--- src/rtl/rx_block_sync_ctrl_if.sv ---
// Sync-header sample stream in, slip request plus lock/BER status out.
// The sample stream has no backpressure; every header is consumed in the cycle it is offered.
interface rx_block_sync_ctrl_if;
    logic       sh_valid_in;
    logic [1:0] sync_hdr;
    logic       clear_errblk;
    logic       rx_slip;
    logic       blk_lock;
    logic       hi_ber;
    logic [5:0] ber_cnt;

    modport master (
        output sh_valid_in, sync_hdr, clear_errblk,
        input  rx_slip, blk_lock, hi_ber, ber_cnt
    );

    modport slave (
        input  sh_valid_in, sync_hdr, clear_errblk,
        output rx_slip, blk_lock, hi_ber, ber_cnt
    );
endinterface

--- src/rtl/rx_block_sync_ctrl.sv ---
// 64b/66b block lock FSM with bit-slip requests, 125 us BER monitor and errored-header count.
// Outputs are registered (sample at N visible at N+1); headers are never backpressured.
module rx_block_sync_ctrl #(
    parameter int LOCK_CNT    = 64,
    parameter int INVALID_MAX = 16,
    parameter int SLIP_WAIT   = 4,
    parameter int BER_WINDOW  = 19531,
    parameter int BER_LIMIT   = 16
) (
    input  logic               clk156,
    input  logic               rst156,
    rx_block_sync_ctrl_if.slave rx
);

    localparam int SH_W   = $clog2(LOCK_CNT + 1);
    localparam int INV_W  = $clog2(INVALID_MAX + 1);
    localparam int WAIT_W = $clog2(SLIP_WAIT + 1);
    localparam int TMR_W  = $clog2(BER_WINDOW);
    localparam int WIN_W  = $clog2(BER_LIMIT + 1);

    typedef enum logic [1:0] {
        RESET_CNT,
        TEST_SH,
        SLIP,
        SLIP_HOLD
    } state_t;

    state_t              state, state_nxt;
    logic [SH_W-1:0]     sh_cnt, sh_cnt_nxt, sh_inc;
    logic [INV_W-1:0]    inv_cnt, inv_cnt_nxt, inv_inc;
    logic [WAIT_W-1:0]   wait_cnt, wait_cnt_nxt;
    logic                lock_q, lock_nxt;
    logic                slip_q;
    logic                hi_ber_q;
    logic [5:0]          ber_cnt_q;
    logic [TMR_W-1:0]    ber_tmr;
    logic [WIN_W-1:0]    win_cnt, win_inc;
    logic                hdr_bad, bad_sample, ber_wrap;

    // 2'b00 and 2'b11 carry no data/control transition and are never legal headers
    assign hdr_bad    = (rx.sync_hdr[1] == rx.sync_hdr[0]);
    assign bad_sample = rx.sh_valid_in && hdr_bad;
    assign sh_inc     = sh_cnt + SH_W'(1);
    assign inv_inc    = inv_cnt + INV_W'(hdr_bad);

    always_comb begin
        state_nxt    = state;
        sh_cnt_nxt   = sh_cnt;
        inv_cnt_nxt  = inv_cnt;
        wait_cnt_nxt = wait_cnt;
        lock_nxt     = lock_q;
        case (state)
            RESET_CNT: begin
                sh_cnt_nxt  = '0;
                inv_cnt_nxt = '0;
                state_nxt   = TEST_SH;
            end
            TEST_SH: begin
                if (rx.sh_valid_in) begin
                    sh_cnt_nxt  = sh_inc;
                    inv_cnt_nxt = inv_inc;
                    if (!lock_q) begin
                        if (hdr_bad) begin
                            state_nxt = SLIP;
                        end else if (sh_inc == SH_W'(LOCK_CNT)) begin
                            lock_nxt  = 1'b1;
                            state_nxt = RESET_CNT;
                        end
                    end else if (inv_inc == INV_W'(INVALID_MAX)) begin
                        // losing lock outranks a window that completes on the same sample
                        lock_nxt  = 1'b0;
                        state_nxt = SLIP;
                    end else if (sh_inc == SH_W'(LOCK_CNT)) begin
                        state_nxt = RESET_CNT;
                    end
                end
            end
            SLIP: begin
                wait_cnt_nxt = '0;
                state_nxt    = SLIP_HOLD;
            end
            SLIP_HOLD: begin
                if (wait_cnt == WAIT_W'(SLIP_WAIT - 1)) begin
                    state_nxt = RESET_CNT;
                end else begin
                    wait_cnt_nxt = wait_cnt + WAIT_W'(1);
                end
            end
            default: state_nxt = RESET_CNT;
        endcase
    end

    always_ff @(posedge clk156 or posedge rst156) begin
        if (rst156) begin
            state    <= RESET_CNT;
            sh_cnt   <= '0;
            inv_cnt  <= '0;
            wait_cnt <= '0;
            lock_q   <= 1'b0;
            slip_q   <= 1'b0;
        end else begin
            state    <= state_nxt;
            sh_cnt   <= sh_cnt_nxt;
            inv_cnt  <= inv_cnt_nxt;
            wait_cnt <= wait_cnt_nxt;
            lock_q   <= lock_nxt;
            slip_q   <= (state_nxt == SLIP);
        end
    end

    assign ber_wrap = (ber_tmr == TMR_W'(BER_WINDOW - 1));

    always_comb begin
        win_inc = win_cnt;
        if (bad_sample && (win_cnt != WIN_W'(BER_LIMIT))) begin
            win_inc = win_cnt + WIN_W'(1);
        end
    end

    // Window timing is anchored to the first locked cycle and frozen while unlocked
    always_ff @(posedge clk156 or posedge rst156) begin
        if (rst156) begin
            ber_tmr  <= '0;
            win_cnt  <= '0;
            hi_ber_q <= 1'b0;
        end else if (!lock_q) begin
            ber_tmr  <= '0;
            win_cnt  <= '0;
            hi_ber_q <= 1'b0;
        end else if (ber_wrap) begin
            ber_tmr  <= '0;
            win_cnt  <= WIN_W'(bad_sample);
            hi_ber_q <= (win_cnt == WIN_W'(BER_LIMIT));
        end else begin
            ber_tmr <= ber_tmr + TMR_W'(1);
            win_cnt <= win_inc;
            if (win_inc == WIN_W'(BER_LIMIT)) begin
                hi_ber_q <= 1'b1;
            end
        end
    end

    always_ff @(posedge clk156 or posedge rst156) begin
        if (rst156) begin
            ber_cnt_q <= '0;
        end else if (rx.clear_errblk) begin
            ber_cnt_q <= '0;
        end else if (lock_q && bad_sample && (ber_cnt_q != 6'd63)) begin
            ber_cnt_q <= ber_cnt_q + 6'd1;
        end
    end

    assign rx.rx_slip  = slip_q;
    assign rx.blk_lock = lock_q;
    assign rx.hi_ber   = hi_ber_q;
    assign rx.ber_cnt  = ber_cnt_q;

endmodule

--- src/flat_wrapper.sv ---
// flat-port wrapper written by rule: the top's interface ports become plain ports
module rx_block_sync_ctrl_flat 
#(
    parameter int LOCK_CNT    = 64,
    parameter int INVALID_MAX = 16,
    parameter int SLIP_WAIT   = 4,
    parameter int BER_WINDOW  = 19531,
    parameter int BER_LIMIT   = 16
)
  (clk156, rst156, rx_sh_valid_in, rx_sync_hdr, rx_clear_errblk, rx_rx_slip, rx_blk_lock, rx_hi_ber, rx_ber_cnt);
  rx_block_sync_ctrl_if rx_i ();
  input  logic clk156;
  input  logic rst156;
  input wire logic [$bits(rx_i.sh_valid_in)-1:0] rx_sh_valid_in;
  input wire logic [$bits(rx_i.sync_hdr)-1:0] rx_sync_hdr;
  input wire logic [$bits(rx_i.clear_errblk)-1:0] rx_clear_errblk;
  output wire logic [$bits(rx_i.rx_slip)-1:0] rx_rx_slip;
  output wire logic [$bits(rx_i.blk_lock)-1:0] rx_blk_lock;
  output wire logic [$bits(rx_i.hi_ber)-1:0] rx_hi_ber;
  output wire logic [$bits(rx_i.ber_cnt)-1:0] rx_ber_cnt;
  assign rx_i.sh_valid_in = rx_sh_valid_in;
  assign rx_i.sync_hdr = rx_sync_hdr;
  assign rx_i.clear_errblk = rx_clear_errblk;
  assign rx_rx_slip = rx_i.rx_slip;
  assign rx_blk_lock = rx_i.blk_lock;
  assign rx_hi_ber = rx_i.hi_ber;
  assign rx_ber_cnt = rx_i.ber_cnt;
  rx_block_sync_ctrl #(.LOCK_CNT(LOCK_CNT), .INVALID_MAX(INVALID_MAX), .SLIP_WAIT(SLIP_WAIT), .BER_WINDOW(BER_WINDOW), .BER_LIMIT(BER_LIMIT)) u_core (.clk156(clk156), .rst156(rst156), .rx(rx_i));
endmodule
--- config.mk ---
export PLATFORM = sky130hd
export DESIGN_NAME = rx_block_sync_ctrl_flat
export DESIGN_NICKNAME = d
export VERILOG_FILES = /design/src/rtl/rx_block_sync_ctrl_if.sv /design/src/rtl/rx_block_sync_ctrl.sv /design/src/flat_wrapper.sv
export SDC_FILE = /design/constraint.sdc
export NUM_CORES = 1
export LEC_CHECK = 0
export BUFFER_PORTS_ARGS = -buffer_cell sky130_fd_sc_hd__buf_4
export CORE_ASPECT_RATIO = 1.4
export CORE_UTILIZATION = 55
export DETAILED_ROUTE_END_ITERATION = 16
export HOLD_SLACK_MARGIN = 0.02
export PLACE_DENSITY = 0.73
export SLEW_MARGIN = 20
export SYNTH_ARGS = -nofsm -noshare
export SYNTH_HDL_FRONTEND = slang
export SYNTH_SLANG_ARGS = --single-unit
--- constraint.sdc ---
create_clock -name clk156 -period 2 [get_ports clk156]
set_input_delay 0.2 -clock clk156 [delete_from_list [all_inputs] [get_ports clk156]]
set_output_delay 0.2 -clock clk156 [all_outputs]
set_load 0.05 [all_outputs]
Yosys cells after proc, flatten, opt, wreduce, memory -nomap -nowiden
Cells that the tools add are included.

Equal/unequal tests: 16. Reduce and logical (&&, ||, !) cells: 11. Multiplexer cells: 27. Add/subtract/negate cells: 6.

Operators with widths (count): $mux 15 (2); $mux 5 (4); $add 15x1->15 const B (1); $eq 15x15->1 const B (1); $eq 5x5->1 const B (3); $pmux 7 s2 (1); $mux 2 (6); $mux 6 (2); $pmux 5 s2 (1); $pmux 2 s4 (1); $add 7x1->7 const B (1); $eq 7x7->1 const B (1); $mux 1 (7); $mux 7 (1); $add 6x1->6 const B (1); $eq 2x2->1 const B (3); $ne 6x6->1 const B (1); $pmux 3 s2 (1); $reduce_and 2->1 (3); $reduce_bool 2->1 (3); $add 5x1->5 (1); $add 5x1->5 const B (1); $ne 5x5->1 const B (1); $logic_and 1x1->1 (4); 8 further kinds (9).

Output and inout bits: 9. Input bits: 6. Register bits: 46. Word-level logic and storage cells: 70.

Depth between registers and ports, before layout
Gate-level depths: netlist (run 1).

Depth in word-level cells: 8. Mapped depth: 8. Depth with buffers taken out: 8.

Least setup slack after synthesis (run 1)
No wires, ideal clock.

Path type: flip-flop to flip-flop. Start: register u_core.ber_cnt_q[0] (netlist: u_core.rx.ber_cnt[0]). End: register u_core.ber_cnt_q[4] (netlist: u_core.rx.ber_cnt[4]). Buffers on the path: 0. Library setup time: 119 ps. Data required time: 1881 ps. Period minus slack after synthesis: 1795 ps. Data arrival time: 1676 ps. Stages on the path, launching flop included: 6. Setup slack: 205 ps. Path through: dfrtp_1 -> ha_1 -> nand3_1 -> or4b_1 -> o21ai_1 -> nor2_1.

Word-level cells in the longest chain between the ends: 3. Elaborated cells between the ends (all ways): 6. Those cells by class: 1 x add/sub; 1 x eq/ne; 2 x mux; 2 x reduce/logical.

Ends and longest elaborated chain: start, declared (line rx_block_sync_ctrl.sv:35) `logic [5:0] ber_cnt_q;`; start signal, assigned (line rx_block_sync_ctrl.sv:149) `ber_cnt_q <= ber_cnt_q + 6'd1;`; $add 6x1->6 or $ne 6x6->1 (tied branches) (line rx_block_sync_ctrl.sv:149, rx_block_sync_ctrl.sv:148); $mux 6 or $logic_and 1x1->1 (tied branches) (line rx_block_sync_ctrl.sv:148) `end else if (lock_q && bad_sample && (ber_cnt_q != 6'd63)) begin`; $mux 6 or $reduce_bool 2->1 (tied branches).

Parallel ways exist; a longest one is shown, timed or not. The select of a mux whose other input is x is not followed. A chain may end at the register's enable or synchronous reset.

Worst setup path after layout (run 1)
Start: register u_core.win_cnt[0]. End: register u_core.hi_ber_q (netlist: u_core.rx.hi_ber).

Word-level cells in the longest chain between the ends: 5. Elaborated cells between the ends (all ways): 9. Those cells by class: 1 x add/sub; 4 x eq/ne; 3 x mux; 1 x reduce/logical.

Ends and longest elaborated chain: start, declared (line rx_block_sync_ctrl.sv:37) `logic [WIN_W-1:0] win_cnt, win_inc;`; start signal, assigned (line rx_block_sync_ctrl.sv:132) `win_cnt <= WIN_W'(bad_sample);`; start signal, assigned (line rx_block_sync_ctrl.sv:136) `win_cnt <= win_inc;`; parallel branches: the longest is 5 deep, another holds $add 5x1->5; end signal, assigned (line rx_block_sync_ctrl.sv:133) `hi_ber_q <= (win_cnt == WIN_W'(BER_LIMIT));`; end, declared (line rx_block_sync_ctrl.sv:34) `logic hi_ber_q;`.

Several ways; the timed one is not identified.

==> results of run 1 <==
## stage by stage
stage          hold WS (ns)  utilization [%]
6_report              0.119             65.7
2_1_floorplan         0.266                -
3_3_place_gp          0.275             63.0
4_1_cts               0.108             65.7
3_5_place_dp          0.277             63.0
5_1_grt               0.112             65.7
## cells in the mapped netlist (all sizes together) (4+ instances only)
| library cell | count | area (um2) |
|---|---|---|
| a21o | 4 | 30.0 |
| a21oi | 4 | 20.0 |
| and3 | 4 | 30.0 |
| buf | 4 | 27.5 |
| dfrtp | 46 | 1150 |
| ha | 10 | 125 |
| inv | 10 | 37.5 |
| mux2i | 4 | 40.0 |
| nand2 | 24 | 90.1 |
| nand3 | 16 | 85.1 |
| nand4 | 4 | 25.0 |
| nor2 | 39 | 146 |
| nor3 | 6 | 35.0 |
| o21ai | 13 | 65.1 |
| or3 | 5 | 31.3 |
| xnor2 | 13 | 121 |
| xor2 | 9 | 78.8 |
## power by group through the flow
stage                     combinational, mW  sequential, mW  clock (mW)
after floorplan                       0.433            1.18           0
after global placement                0.541            1.20           0
after detailed placement              0.564            1.20           0
after CTS                             0.561            1.19       0.701
after global routing                  0.631            1.22       0.733
final                                 0.556            1.19       0.678
## layout make-up
| cell class | count | area (um2) | area share, % |
|---|---|---|---|
| clock inverter | 3 | 40.0 | 1.42 |
| tap | 60 | 75.1 | 2.67 |
| inverter | 10 | 37.5 | 1.34 |
| clock buffer | 5 | 68.8 | 2.45 |
| multi-input combinational | 193 | 1250 | 44.5 |
| sequential | 46 | 1150 | 41.0 |
| timing repair buffer | 23 | 188 | 6.68 |
## metal layers
layer	vias to the layer above	routed length (um)
li1	937	-
met1	929	2110
met2	19	2260
met3	2	95
met4	0	30
met5	-	0
## flip-flops by register name, indices dropped and copies added (netlist names)
register,flops
u_core.rx.ber_cnt,6
u_core.rx.blk_lock,1
u_core.sh_cnt,7
u_core.state,2
u_core.inv_cnt,5
u_core.win_cnt,5
u_core.rx.rx_slip,1
u_core.ber_tmr,15
u_core.rx.hi_ber,1
u_core.wait_cnt,3
## placed cells by master, fill, tap and decap left out, drive strengths merged, types with 2 or more instances in the layout
master  Yosys  final
nand4       4      4
clkbuf      3      5
o21ai      13     13
clkinv      0      2
nor4        2      2
nor3        6      6
inv        10     10
xor2        9      9
or3         5      5
nand4b      2      2
nand2b      2      2
a22o        3      3
o31ai       2      2
dfrtp      46     46
mux2i       4      4
and3        4      4
a21oi       4      4
mux2        2      2
nand2      24     24
nand3      16     16
xnor2      13     13
a211oi      3      3
buf         4     22
ha         10     10
a21o        4      4
nor2b       2      2
nor2       39     39
o22ai       2      2
and2        3      3
## critical path, cell delays in order, from the launching register on
cell and delay [ns]:
dfrtp_1 0.43, inv_1 0.11, ha_1 0.17, nand4bb_1 0.17, nand3_1 0.20, mux2i_1 0.24
a41oi_2 0.04, o311a_1 0.30
## cells by family after synthesis
logic type      after synthesis  share of synthesized area (%)
simple gates                116                           23.4
xor+xnor                     22                           8.08
flops                        46                           46.5
compound gates               39                           11.4
fa+ha+maj                    10                           5.05
mux                           6                           2.53
buf+inv                      17                           3.08
## what timing repair did
action | CTS | global route
hold endpoints to repair | 23 | 0
hold buffers | 1 | 0
resized for setup | 0 | 0
buffers inserted | 0 | 0
setup endpoints to repair | 0 | 0
## path summary, 6_finish.rpt
kind	start	end	slack, ns	depth (start not counted)
max	u_core.win_cnt[0]$_DFF_PP0_	u_core.rx.hi_ber$_DFFE_PP0P_	0.23	7
min	rx_clear_errblk	u_core.rx.ber_cnt[2]$_DFFE_PP0P_	0.12	2
max reg2reg	u_core.win_cnt[0]$_DFF_PP0_	u_core.rx.hi_ber$_DFFE_PP0P_	0.23	7
min reg2reg	u_core.ber_tmr[0]$_DFF_PP0_	u_core.ber_tmr[0]$_DFF_PP0_	0.51	1
max in group asynchronous	rst156	u_core.inv_cnt[3]$_DFFE_PP0P_	1.00	4
min in group asynchronous	rst156	u_core.ber_tmr[13]$_DFF_PP0_	0.50	3
==> impl_metrics.csv, run 1 <==
group,metric,value,unit
logic_synthesis,ys_ff_latch,46,
clock_network,insertion_delay,0.29,ns
cells_and_area,fin_cells,340,
cells_and_area,drive_gt1_share,14.3,%
outcome,outcome,"finished, final reports clean",
sta,setup_viol,0,
sta,rsz0062_at_grt,"false",
logic_synthesis,netlist_instances,256,
global_route,grt_antenna_before_repair,0,
clock_network,numCtsBuffers,5,
global_route,grt_pass1_wl,7.53,mm
clock_network,cts.sinks,46,
setup_path,critical_path_required,2.18,ns
power,swShare,31.1,%
sta,fin_crit,1.77,ns
detailed_routing,finalWirelength,4.50,mm
logic_synthesis,ys_warn_count,0,
power,switchingPower,755,uW
detailed_routing,antenna_left,0,
global_route,met1_usage,25.9,%
place,dp_slack,0.249,ns
power,p_comb_share,22.9,%
cells_and_area,fillers,377,
clock_network,cts_tree,"yes",
global_route,top_usage_layer,"met2",
sta,post-route-period-util,88.6,%
global_route,overflow,0,
power,power.leakage,1.22,nW
global_route,grt_pass1_vias,1761,
logic_synthesis,ys.flop_type,"dfrtp_1",
sta,worst_slack,0.228,ns
logic_synthesis,synth_edf_count,0,
die,start_util,58.0,%
clock_network,clock_path_buffers,2,
place,numPortBuffers,14,
die,die_x,58.7,um
cells_and_area,final_area,2810,um2
clock_network,root_buffer,"clkbuf_8",
detailed_routing,vias,1887,
place,postPlaceCellArea,2690,um2
setup_path,cp_max_fo,5,
sta,tightest_slew,0.516,ns
clock_network,htree_num_levels,2,
sta,final_hold_viol_count,0,
global_route,met3_usage,3.31,%
sta,skew,0.00618,ns
sta,relSlewSlack,65.6,%
detailed_routing,drcViolationCount,0,
cells_and_area,syn_to_final_growth,13.4,%
cells_and_area,nets,295,
detailed_routing,drtIter0Drc,82,
place,dpl.hpwl,3.18,mm
die,die-height,81.4,um
logic_synthesis,async_flop_share,100,%
logic_synthesis,seq_area_frac_synth,46.5,%
power,peakVddDrop,682,uV
setup_path,cp-start-kind,"flip-flop",
die,dieArea,4780,um2
sta,setup_tns,0,ns
power,finalPower,2.43,mW
clock_network,clk_pin_slew,0.09,ns
logic_synthesis,synthesis.area,2480,um2
sta,fmax,0.564,GHz
die,io_pins,15,
die,rows,28,
power,clockPowerShare,27.9,%
setup_path,endpoint_kind,"flip-flop",
cells_and_area,diodes,0,
logic_synthesis,yosysUniqueCellTypes,51,
sta,slew_viol_final,0,
global_route,met2_usage,35.5,%
power,seq_power_share,49.1,%
detailed_routing,drt-wirelength-per-cell,13.2,um
detailed_routing,firstDrtPassIters,4,
job,cap_violations,0,
place,place_congestion,0.874,
setup_path,timing_worst_setup_path_type,"flip-flop to flip-flop",
power,p_int,1.67,mW
setup_path,cp.arrival,1.95,ns
place,placed_cells,331,
detailed_routing,avgViaCountPerCell,5.55,
die,coreArea,4270,um2
global_route,grt_use_total,20.6,%
logic_synthesis,avgSynthCellArea,9.68,um2
min_path,min_path_type,"primary input to flip-flop",
logic_synthesis,synth_nets,272,
global_route,grt_max_degree,25,
power,powerDensity,864,nW/um2
Note: power is estimated with default switching activity, not from simulation.
==> inputs of run 2 (changes only) <==
--- a/config.mk
+++ b/config.mk
@@ -5,7 +5,7 @@
 export SDC_FILE = /design/constraint.sdc
 export NUM_CORES = 1
 export LEC_CHECK = 0
-export BUFFER_PORTS_ARGS = -buffer_cell sky130_fd_sc_hd__buf_4
+export BUFFER_PORTS_ARGS = -buffer_cell sky130_fd_sc_hd__buf_2
 export CORE_ASPECT_RATIO = 1.4
 export CORE_UTILIZATION = 55
 export DETAILED_ROUTE_END_ITERATION = 16
==> impl_metrics.csv, run 2 (synthesis gave the netlist of run 1 again) <==
group,metric,value,unit
die,start_util,58.0,%
detailed_routing,drt-wirelength-per-cell,13.3,um
place,place_congestion,0.820,
clock_network,cts_hold_buffers,0,
power,seq_power_share,51.2,%
clock_network,post_cts_buffers,0,
sta,skew,0.0113,ns
place,dpl.hpwl,3.17,mm
detailed_routing,drcViolationCount,0,
setup_path,crit_start,"u_core.win_cnt[0]$_DFF_PP0_",
power,clockPowerShare,25.5,%
cells_and_area,syn_to_final_growth,10.1,%
sta,relSlewSlack,62.2,%
clock_network,cts.sinks,46,
power,peakVddDrop,603,uV
power,powerDensity,854,nW/um2
sta,setup_viol,0,
power,p_comb_share,23.4,%
setup_path,endpoint,"u_core.rx.hi_ber$_DFFE_PP0P_",
sta,rsz0062_at_grt,"false",
setup_path,timing_worst_setup_path_type,"flip-flop to flip-flop",
place,placed_cells,330,
clock_network,cts_resized,0,
place,dp_slack,0.157,ns
min_path,min_path_type,"primary input to asynchronous set/reset pin",
detailed_routing,antenna_left,0,
sta,final_hold_viol_count,0,
setup_path,endpoint_kind,"flip-flop",
die,io_pins,15,
detailed_routing,finalWirelength,4.50,mm
sta,post-route-period-util,92.8,%
die,dieArea,4780,um2
cells_and_area,diodes,0,
cells_and_area,largest_reg_flops,15,
clock_network,cts_tree,"yes",
cells_and_area,final_area,2730,um2
clock_network,root_buffer,"clkbuf_8",
global_route,grt_use_total,20.7,%
global_route,overflow,0,
detailed_routing,firstDrtPassIters,4,
place,numPortBuffers,14,
detailed_routing,avgViaCountPerCell,5.55,
cells_and_area,final_common_cell,"dfrtp_1",
global_route,grt_pass1_vias,1790,
setup_path,reg2regPathDepth,7,
setup_path,r2r_start,"u_core.win_cnt[0]$_DFF_PP0_",
die,coreArea,4270,um2
setup_path,cp_max_fo,5,
detailed_routing,drtIter0Drc,75,
sta,fin_crit,1.86,ns
cells_and_area,final_cell_mix,"dfrtp_1 (46), nor2_1 (39), nand2_1 (24)",
setup_path,cp.arrival,2.05,ns
outcome,outcome,"finished, final reports clean",
detailed_routing,vias,1876,
global_route,grt_max_degree,47,
clock_network,htree_num_levels,2,
clock_network,insertion_delay,0.30,ns
sta,worst_slack,0.144,ns
global_route,grt_pass1_wl,7.55,mm
setup_path,critical_path_required,2.19,ns
clock_network,clock_path_buffers,2,
clock_network,numCtsBuffers,5,
sta,fmax,0.539,GHz
die,die_x,58.7,um
setup_path,cp-start-kind,"flip-flop",
cells_and_area,nets,293,
power,swShare,32.5,%
clock_network,clk_pin_slew,0.09,ns
cells_and_area,fin_cells,338,
sta,setup_tns,0,ns
die,die-height,81.4,um
power,p_int,1.57,mW
job,cap_violations,0,
place,postPlaceCellArea,2640,um2
sta,tightest_slew,0.568,ns
cells_and_area,drive_gt1_share,13.7,%
die,rows,28,
sta,slew_viol_final,0,
power,power.leakage,1.19,nW
setup_path,ff2ff_setup_slack,0.14,ns
setup_path,reg2reg_to,"u_core.rx.hi_ber$_DFFE_PP0P_",
power,switchingPower,758,uW
cells_and_area,top_register,"u_core.ber_tmr",
global_route,grt_antenna_before_repair,0,
==> run 2: cell types whose count changed in the layout (fill, tap and decap cells not counted) <==
cell,change
buf_2,+14
clkbuf_1,+1
dlygate4sd3_1,-1
clkbuf_8,+1
bufinv_16,-1
clkinv_2,-1
buf_12,-1
buf_4,-14
==> run 2: area by class of cell <==
| type | instances | area, um2 |
|---|---|---|
| clock buffers | 7 | 86.3 |
| clock inverters | 1 | 5.00 |
| fillers | 380 | 1550 |
| inverters | 10 | 37.5 |
| multi-input cells | 193 | 1250 |
| flip-flops and latches | 46 | 1150 |
| well taps | 60 | 75.1 |
| repair buffers | 21 | 123 |
==> run 2: power by group through the flow <==
stage               logic, mW  clock network, mW  registers, mW
floorplan               0.433                  0           1.18
global placement        0.532                  0           1.20
detailed placement      0.556                  0           1.20
CTS                     0.552              0.602           1.19
global route            0.621              0.637           1.21
finish                  0.545              0.593           1.19
==> run 2: worst max-delay path: stages, from the launching register on <==
cell,delay [ns]
dfrtp_1,0.42
inv_1,0.12
ha_1,0.18
nand4bb_1,0.20
nand3_1,0.22
mux2i_1,0.25
a41oi_2,0.06
o311a_1,0.30
==> run 2: worst min path at each step <==
stage                                       end  slack, ns
3_5_place_dp     u_core.wait_cnt[1]$_DFFE_PP0P_       0.39
4_1_cts          u_core.wait_cnt[1]$_DFFE_PP0P_       0.06
2_1_floorplan  u_core.rx.ber_cnt[0]$_DFFE_PP0P_       0.27
6_report           u_core.sh_cnt[0]$_DFFE_PP0P_       0.03
5_1_grt          u_core.wait_cnt[1]$_DFFE_PP0P_       0.08
3_3_place_gp     u_core.wait_cnt[2]$_DFFE_PP0P_       0.38
==> run 2: routing by layer <==
metal	part of all wire, %	global-route usage (%)	vias up
li1	-	-	933
met1	46	25.2	908
met2	50	34.3	28
met3	2.4	4.25	7
met4	1.3	10.5	0
met5	0	0	-
==> run 2: per-stage QoR <==
step	power (mW)	hold slack, ns	util, %
finish	2.33	0.0348	63.8
floorplan	1.61	0.266	-
CTS	2.34	0.0552	63.8
detailed placement	1.76	0.387	61.7
global route	2.47	0.0800	63.8
global placement	1.73	0.378	61.7
==> inputs of run 3 (changes only) <==
--- a/config.mk
+++ b/config.mk
@@ -6,8 +6,9 @@
 export NUM_CORES = 1
 export LEC_CHECK = 0
 export BUFFER_PORTS_ARGS = -buffer_cell sky130_fd_sc_hd__buf_2
-export CORE_ASPECT_RATIO = 1.4
+export CORE_ASPECT_RATIO = 2
 export CORE_UTILIZATION = 55
+export CTS_CLUSTER_DIAMETER = 200
 export DETAILED_ROUTE_END_ITERATION = 16
 export HOLD_SLACK_MARGIN = 0.02
 export PLACE_DENSITY = 0.73
==> constraint.sdc (replaced) <==
create_clock -name clk156 -period 2 [get_ports clk156]
set_input_delay 0.4 -clock clk156 [delete_from_list [all_inputs] [get_ports clk156]]
set_output_delay 0.4 -clock clk156 [all_outputs]
set_load 0.05 [all_outputs]
==> impl_metrics.csv, run 3 (synthesis gave the netlist of run 1 again) <==
group,metric,value,unit
power,finalPower,2.31,mW
clock_network,numCtsBuffers,5,
detailed_routing,finalWirelength,4.69,mm
power,p_int,1.58,mW
place,dpl.hpwl,3.47,mm
place,dp_slack,0.0515,ns
clock_network,clock_path_buffers,2,
setup_path,critical_path_required,2.18,ns
clock_network,clk_pin_slew,0.08,ns
sta,fmax,0.552,GHz
cells_and_area,largest_reg_flops,15,
die,die-height,96.9,um
power,swShare,31.5,%
clock_network,insertion_delay,0.29,ns
global_route,grt_pass1_wl,7.98,mm
sta,final_hold_viol_count,0,
die,coreArea,4340,um2
sta,setup_tns,0,ns
cells_and_area,syn_to_final_growth,11.5,%
power,powerDensity,835,nW/um2
detailed_routing,drt-wirelength-per-cell,14.0,um
place,placed_cells,329,
global_route,grt_use_total,21.7,%
detailed_routing,drcViolationCount,0,
die,dieArea,4790,um2
power,power.leakage,1.22,nW
clock_network,htree_num_levels,2,
clock_network,root_buffer,"clkbuf_8",
cells_and_area,final_cell_mix,"dfrtp_1 (46), nor2_1 (39), nand2_1 (24)",
clock_network,cts_tree,"yes",
setup_path,timing_worst_setup_path_type,"flip-flop to flip-flop",
die,start_util,57.1,%
setup_path,cp.arrival,1.99,ns
detailed_routing,drtIter0Drc,47,
power,p_comb_share,25.8,%
sta,relSlewSlack,53.8,%
global_route,overflow,0,
cells_and_area,drive_gt1_share,14.9,%
sta,rsz0062_at_grt,"false",
sta,skew,0.00378,ns
global_route,grt_max_degree,34,
min_path,min_path_type,"primary input to asynchronous set/reset pin",
cells_and_area,nets,298,
setup_path,endpoint_kind,"flip-flop",
power,clockPowerShare,23.7,%
cells_and_area,final_common_cell,"dfrtp_1",
die,io_pins,15,
setup_path,cp-start-kind,"flip-flop",
global_route,grt_antenna_before_repair,0,
cells_and_area,top_register,"u_core.ber_tmr",
detailed_routing,firstDrtPassIters,4,
die,die_x,49.5,um
global_route,grt_pass1_vias,1882,
job,cap_violations,0,
detailed_routing,avgViaCountPerCell,5.67,
clock_network,cts_hold_buffers,0,
sta,worst_slack,0.189,ns
sta,post-route-period-util,90.5,%
setup_path,cp_max_fo,5,
clock_network,cts.sinks,46,
power,switchingPower,728,uW
power,peakVddDrop,834,uV
sta,slew_viol_final,0,
sta,setup_viol,0,
detailed_routing,antenna_left,0,
detailed_routing,vias,1898,
place,place_congestion,0.768,
cells_and_area,fin_cells,335,
sta,tightest_slew,0.692,ns
place,numPortBuffers,14,
sta,fin_crit,1.81,ns
power,seq_power_share,50.5,%
clock_network,cts_resized,0,
cells_and_area,fillers,410,
clock_network,post_cts_buffers,0,
outcome,outcome,"finished, final reports clean",
cells_and_area,diodes,0,
die,rows,34,
-- run 3: cell types whose count changed in the layout (fill, tap and decap cells not counted), sizes merged --
| cell | change |
|---|---|
| clkinv | -1 |
| clkbuf | -1 |
| buf | +5 |
-- run 3: layout make-up --
class                      count  area [um2]  area share [%]
tap                           54        67.6            2.45
sequential                    46        1150            41.7
timing repair buffer          26         173            6.25
multi-input combinational    193        1250            45.3
clock buffer                   6        82.6            2.99
inverter                      10        37.5            1.36
-- run 3: worst paths after layout --
check	start	to	slack (ns)	cells past startpoint
worst min register to register	u_core.ber_tmr[0]$_DFF_PP0_	u_core.ber_tmr[0]$_DFF_PP0_	0.51	1
worst min-delay path	rst156	u_core.ber_tmr[6]$_DFF_PP0_	0.21	2
worst max-delay path	u_core.win_cnt[0]$_DFF_PP0_	u_core.rx.hi_ber$_DFFE_PP0P_	0.19	7
worst max register to register	u_core.win_cnt[0]$_DFF_PP0_	u_core.rx.hi_ber$_DFFE_PP0P_	0.19	7
max in group asynchronous	rst156	u_core.ber_tmr[12]$_DFF_PP0_	1.20	3
min in group clk156	rx_clear_errblk	u_core.rx.ber_cnt[2]$_DFFE_PP0P_	0.36	2
-- run 3: metrics by stage --
stage	area [um2]	util [%]	hold WS, ns
after floorplan	2480	-	0.466
after global placement	2680	61.7	0.498
after detailed placement	2680	61.7	0.495
after CTS	2760	63.6	0.224
after global routing	2760	63.6	0.268
final	2760	63.6	0.209
-- run 3: worst max-delay path, cell delays in order, from the launching register on --
cell	delay [ns]
dfrtp_1	0.42
inv_1	0.11
ha_1	0.17
nand4bb_1	0.20
nand3_1	0.18
mux2i_1	0.25
a41oi_2	0.05
o311a_1	0.30
-- run 3: power groups by stage --
| stage | Sequential [mW] | Combinational (mW) | Clock (mW) |
|---|---|---|---|
| 2_1_floorplan | 1.18 | 0.433 | 0 |
| 6_report | 1.16 | 0.595 | 0.546 |
| 5_1_grt | 1.18 | 0.670 | 0.598 |
| 4_1_cts | 1.17 | 0.598 | 0.568 |
| 3_5_place_dp | 1.19 | 0.594 | 0 |
| 3_3_place_gp | 1.18 | 0.576 | 0 |
-- run 3: layer usage --
metal | part of all wire, % | vias up | GRT usage, %
met3 | 2.1 | 7 | 4.40
met5 | 0 | - | 0
met4 | 2.1 | 0 | 9.23
met1 | 42 | 932 | 23.4
li1 | - | 939 | -
met2 | 54 | 20 | 39.4
